===== src/rtl/img_pkg.sv =====
// Shared image-pipeline types and defaults: sequencer state encoding, width helper,
// and the frame geometry reused by the median and sobel blocks.
package img_pkg;
  localparam int IMG_DATA_WIDTH = 8;
  localparam int IMG_WIDTH      = 200;
  localparam int IMG_HEIGHT     = 200;

  typedef enum logic [1:0] {
    IDLE   = 2'd0,
    LINE   = 2'd1,
    HBLANK = 2'd2,
    FLUSH  = 2'd3
  } seq_state_t;

  function automatic int clog2_min1(input int value);
    int w;
    w = $clog2(value);
    return (w < 1) ? 1 : w;
  endfunction
endpackage


===== src/rtl/frame_sequencer.sv =====
// Raster-order frame reader feeding the median->sobel chain; pix trails rd_en by one cycle, no backpressure.
// FRAME_SEQ_AUTO_RESTART_EN: relaunch the next frame straight out of FLUSH instead of returning to IDLE.
module frame_sequencer
  import img_pkg::*;
#(
  parameter int DATA_WIDTH   = IMG_DATA_WIDTH,
  parameter int WIDTH        = IMG_WIDTH,
  parameter int HEIGHT       = IMG_HEIGHT,
  parameter int H_BLANK      = 0,
  parameter int FLUSH_CYCLES = 4,
  parameter int ADDR_WIDTH   = 16
) (
  input  logic                  clk,
  input  logic                  reset_n,
  input  logic                  start,
  input  logic                  abort,
  output logic                  rd_en,
  output logic [ADDR_WIDTH-1:0] rd_addr,
  input  logic [DATA_WIDTH-1:0] rd_data,
  output logic [DATA_WIDTH-1:0] pix,
  output logic                  pix_valid,
  output logic                  pix_hsync,
  output logic                  pix_vsync,
  output logic                  busy,
  output logic                  done
);
  localparam int COL_W   = clog2_min1(WIDTH);
  localparam int ROW_W   = clog2_min1(HEIGHT);
  localparam int CNT_MAX = (H_BLANK > FLUSH_CYCLES) ? H_BLANK : FLUSH_CYCLES;
  localparam int CNT_W   = clog2_min1(CNT_MAX + 1);

  localparam logic [COL_W-1:0] COL_LAST = COL_W'(WIDTH - 1);
  localparam logic [ROW_W-1:0] ROW_LAST = ROW_W'(HEIGHT - 1);
  localparam logic [CNT_W-1:0] HB_LAST  = CNT_W'((H_BLANK > 0) ? H_BLANK - 1 : 0);
  localparam logic [CNT_W-1:0] FL_LAST  = CNT_W'((FLUSH_CYCLES > 0) ? FLUSH_CYCLES - 1 : 0);

  seq_state_t            state_q, state_d;
  logic [COL_W-1:0]      col_q, col_d;
  logic [ROW_W-1:0]      row_q, row_d;
  logic [CNT_W-1:0]      cnt_q, cnt_d;
  logic [ADDR_WIDTH-1:0] addr_q, addr_d;
  logic                  done_d, done_q;
  logic                  pix_valid_q, pix_vsync_q;
  logic                  abort_act;

  assign abort_act = abort && (state_q != IDLE);

  always_comb begin
    state_d = state_q;
    col_d   = col_q;
    row_d   = row_q;
    cnt_d   = cnt_q;
    addr_d  = addr_q;
    done_d  = 1'b0;
    case (state_q)
      IDLE: begin
        if (start) begin
          state_d = LINE;
          col_d   = '0;
          row_d   = '0;
          addr_d  = '0;
        end
      end
      LINE: begin
        col_d  = col_q + COL_W'(1);
        addr_d = addr_q + ADDR_WIDTH'(1);
        if (col_q == COL_LAST) begin
          col_d = '0;
          cnt_d = '0;
          if (row_q == ROW_LAST) begin
            // Park the address at 0 so IDLE (or an auto restart) reads from the frame origin.
            state_d = FLUSH;
            row_d   = '0;
            addr_d  = '0;
          end else if (H_BLANK > 0) begin
            state_d = HBLANK;
          end else begin
            row_d = row_q + ROW_W'(1);
          end
        end
      end
      HBLANK: begin
        cnt_d = cnt_q + CNT_W'(1);
        if (cnt_q == HB_LAST) begin
          state_d = LINE;
          row_d   = row_q + ROW_W'(1);
          cnt_d   = '0;
        end
      end
      FLUSH: begin
        cnt_d = cnt_q + CNT_W'(1);
        if (cnt_q == FL_LAST) begin
          done_d = 1'b1;
          cnt_d  = '0;
`ifdef FRAME_SEQ_AUTO_RESTART_EN
          state_d = LINE;
`else
          state_d = IDLE;
`endif
        end
      end
      default: state_d = IDLE;
    endcase
    if (abort_act) begin
      state_d = IDLE;
      col_d   = '0;
      row_d   = '0;
      cnt_d   = '0;
      addr_d  = '0;
      done_d  = 1'b0;
    end
  end

  assign rd_en = (state_q == LINE);

  always_ff @(posedge clk or negedge reset_n) begin
    if (!reset_n) begin
      state_q     <= IDLE;
      col_q       <= '0;
      row_q       <= '0;
      cnt_q       <= '0;
      addr_q      <= '0;
      done_q      <= 1'b0;
      pix_valid_q <= 1'b0;
      pix_vsync_q <= 1'b0;
    end else begin
      state_q     <= state_d;
      col_q       <= col_d;
      row_q       <= row_d;
      cnt_q       <= cnt_d;
      addr_q      <= addr_d;
      done_q      <= done_d;
      pix_valid_q <= rd_en & ~abort_act;
      // vsync spans blanking; it drops when the last pixel has left (first FLUSH cycle without rd_en).
      if (abort_act)
        pix_vsync_q <= 1'b0;
      else if (rd_en)
        pix_vsync_q <= 1'b1;
      else if (state_q == FLUSH)
        pix_vsync_q <= 1'b0;
    end
  end

  assign rd_addr   = addr_q;
  assign pix       = pix_valid_q ? rd_data : '0;
  assign pix_valid = pix_valid_q;
  assign pix_hsync = pix_valid_q;
  assign pix_vsync = pix_vsync_q;
  assign busy      = (state_q != IDLE);
  assign done      = done_q;
endmodule

===== config.mk =====
export PLATFORM = sky130hd
export DESIGN_NAME = frame_sequencer
export DESIGN_NICKNAME = d
export VERILOG_FILES = /design/src/rtl/img_pkg.sv /design/src/rtl/frame_sequencer.sv
export SDC_FILE = /design/constraint.sdc
export NUM_CORES = 1
export LEC_CHECK = 0
export CAP_MARGIN = 30
export CORE_ASPECT_RATIO = 0.7
export CORE_UTILIZATION = 25
export DETAILED_ROUTE_END_ITERATION = 7
export RECOVER_POWER = 100
export SLEW_MARGIN = 0
export SYNTH_ARGS = -nofsm -noshare
export SYNTH_HDL_FRONTEND = slang
export SYNTH_SLANG_ARGS = --single-unit

===== constraint.sdc =====
create_clock -name clk -period 1.9 [get_ports clk]
set_input_delay 0.19 -clock clk [delete_from_list [all_inputs] [get_ports clk]]
set_output_delay 0.19 -clock clk [all_outputs]
set_load 0.05 [all_outputs]

==> qor.yml <==
status: "finished, final reports clean"
totalWireLength_mm: 5.742
grt_pass1_wl_mm: 9.618
rsz0062_at_grt: "true"
io_pins: 42
area_growth_pct: 44.36
num_vias: 2062
arrival_ns: 2.04
cp_slowest_cell: "dfrtp_1"
synth_warnings: 0
synth_area_um2: 2341
n_antenna_cell: 0
ys_seq_area_share_pct: 42.76
clockBufferDepth: 2
die_w_um: 117.7
ys_seq_elements: 40
clockRootBuffer: "clkbuf_16"
dieArea_um2: 9761
fmax_mhz: 535.7
hold_class: "reg2reg"
clk_latency_ns: 0.28
crit_chain: "or3_4, or2_4, o31ai_4, buf_6, nand3_4, mux2i_1"
gp_congestion: 0.8095
h-tree-depth: 2
tightest_slew_ns: 1.207
die_h_um: 82.96
cp_max_fo: 6
r2r-start: "col_q[4]$_DFFE_PN0P_"
post-route-drc-count: 0
cts_tree: "yes"
yosysTopAreaCell: "dfrtp_1"
io_buffers: 41
critPathKind: "reg2reg"
ys.flop_type: "dfrtp_1"
drtAntennaViolNets: 0
grtUsageTotal_pct: 12.13
fin_total_pwr_uw: 4372
drive_above_1_share_pct: 22.78
antenna_found_initial: 0
clkTransAtPathRegs_ns: 0.06
slew_headroom_pct: 19.54
cap_violations: 0
ys_types: 47
clock_sinks: 40
hp-start: "col_q[1]$_DFFE_PN0P_"
viasPerCell: 4.463
row_count: 29
synth_cells: 259
irDropWorstVdd_uv: 510.3
setup_viol: 0
dp_cells: 450
synth_area_leaders: "dfrtp_1, ha_1, nor2_1"
syn_avg_cell_area_um2: 9.039
cts_made_buffers: 5
leakage_uw: 0.001483
tns_ns: 0
grt_max_degree: 23
min_period_ns: 1.867
path_buf_inv: 1
hold_violations: 0
skew_ns: 0.002613
final_cell_mix: "buf_4, dfrtp_1, clkdlybuf4s50_1"
wire_per_inst_um: 12.43
drtIter0Drc: 98
hpwl_mm: 4.371
cp.required_ns: 2.07
initial_utilization_pct: 25.81
fin_nets: 363
critPathLaunchType: "flip-flop"
final_common_cell: "buf_4"
n_fill_cell: 920
crit_family: "simple AND/OR/NAND/NOR gates"
cp-end-kind: "flip-flop"
fin_crit_sh_pct: 98.25
ys_async_sr_fraction_pct: 100.0
layoutNonFillerInstCount: 462
synth_edf_count: 0
syn_nets: 285
detail_route.first_pass.iterations: 4
core_area_um2: 9071
grt_pass1_vias: 1967
grt-ovfl-total: 0
p_per_area_nw_per_um2: 1294
critical-path-max-stage-delay_ns: 0.39
synth_top_area_share_pct: 42.76
fin_util_pct: 37.26
maxSlewViolCount: 0
timing.critical_path.from: "col_q[4]$_DFFE_PN0P_"
[stage by stage]
stage	cell area, µm²	worst slack, ns	hold slack [ns]
5_1_grt	3379	-0.06938	0.5496
6_report	3379	0.03322	0.5077
2_1_floorplan	2390	0.008876	-0.1056
3_3_place_gp	3141	0.01450	0.1891
3_5_place_dp	3141	-0.05034	0.1837
4_1_cts	3336	0.01271	0.4317
[routing by layer]
layer  vias to the layer above  wire length, µm  GRT usage (%)
met5                         -                0              0
met4                         0               61          3.263
met3                         8              274          3.022
met2                        52             2384          17.27
met1                       947             3021          17.97
li1                       1055                -              -
[area by class of cell]
cell class | count | area [µm²] | share of cell area [%]
Clock buffer | 7 | 152.6 | 4.517
Clock inverter | 1 | 30.03 | 0.8886
Inverter | 22 | 82.58 | 2.444
Multi-Input combinational cell | 189 | 1276 | 37.76
Sequential cell | 40 | 1003 | 29.69
Tap cell | 124 | 155.1 | 4.591
Timing Repair Buffer | 79 | 679.4 | 20.10
[worst register-to-register path, cell delays in order, from the launching register on]
cell and delay, ns:
dfrtp_1 0.39, or3_4 0.39, or2_4 0.25, o31ai_4 0.34
buf_6 0.17, nand3_4 0.08, mux2i_1 0.13
[cell usage after synthesis (2+ instances only)]
cell type	count
and3_2	2
o21ai_0	17
nand2_1	22
dfrtp_1	40
inv_1	22
o31ai_1	3
nand4_1	7
nor2_1	24
nand3_1	16
xor2_1	6
nor4_1	3
or3b_2	2
nor3_1	6
o22ai_1	6
a21oi_1	10
nand2b_1	3
clkbuf_1	4
or4_1	3
or3_1	3
and3_1	4
mux2i_1	2
and2_1	8
o21a_1	2
and4_1	4
ha_1	14
xnor2_1	5
[repair_timing]
action,in CTS,in global routing
hold endpoints to repair,18,0
pin swaps,1,4
buffers inserted,0,3
gates resized for setup,1,9
endpoints found under the setup margin,7,26
hold buffers,1,0
[path summary, 6_finish.rpt]
| path | endpoint | slack, ns | cells past startpoint |
|---|---|---|---|
| max in group asynchronous | rd_addr[0]$_DFFE_PN0P_ | 0.49 | 3 |
| min in group asynchronous | state_q[1]$_DFFE_PN0P_ | 0.69 | 2 |
| worst min-delay path | col_q[1]$_DFFE_PN0P_ | 0.51 | 2 |
| worst min register to register | col_q[1]$_DFFE_PN0P_ | 0.51 | 2 |
| worst max-delay path | state_q[0]$_DFFE_PN0P_ | 0.03 | 6 |
| worst max register to register | state_q[0]$_DFFE_PN0P_ | 0.03 | 6 |
[where the power goes]
group	leakage, µW	internal, µW	switching, µW
registers	0.000544	964	91.6
clock network	0.0000901	692	340
logic	0.000849	931	1350
[kinds of logic (layout without fill, tap and decap cells)]
group                    Yosys count  after routing  share of synthesized area [%]
AND/OR/NAND/NOR                  116            116                          27.21
buffers and inverters             30            109                          5.344
XOR/XNOR                          11             11                          4.115
AO/OA/AOI/OAI                     46             46                          12.24
multiplexers                       2              2                         0.8552
adder cells (fa/ha/maj)           14             14                          7.483
flip-flops                        40             40                          42.76
[registers in the layout, summed over array words and instances (netlist names)]
| register | cells |
|---|---|
| col_q | 8 |
| row_q | 8 |
| done | 1 |
| pix_vsync | 1 |
| rd_addr | 16 |
| pix_hsync | 1 |
| state_q | 2 |
| cnt_q | 3 |
No activity file was read; power rests on OpenSTA's default activity.
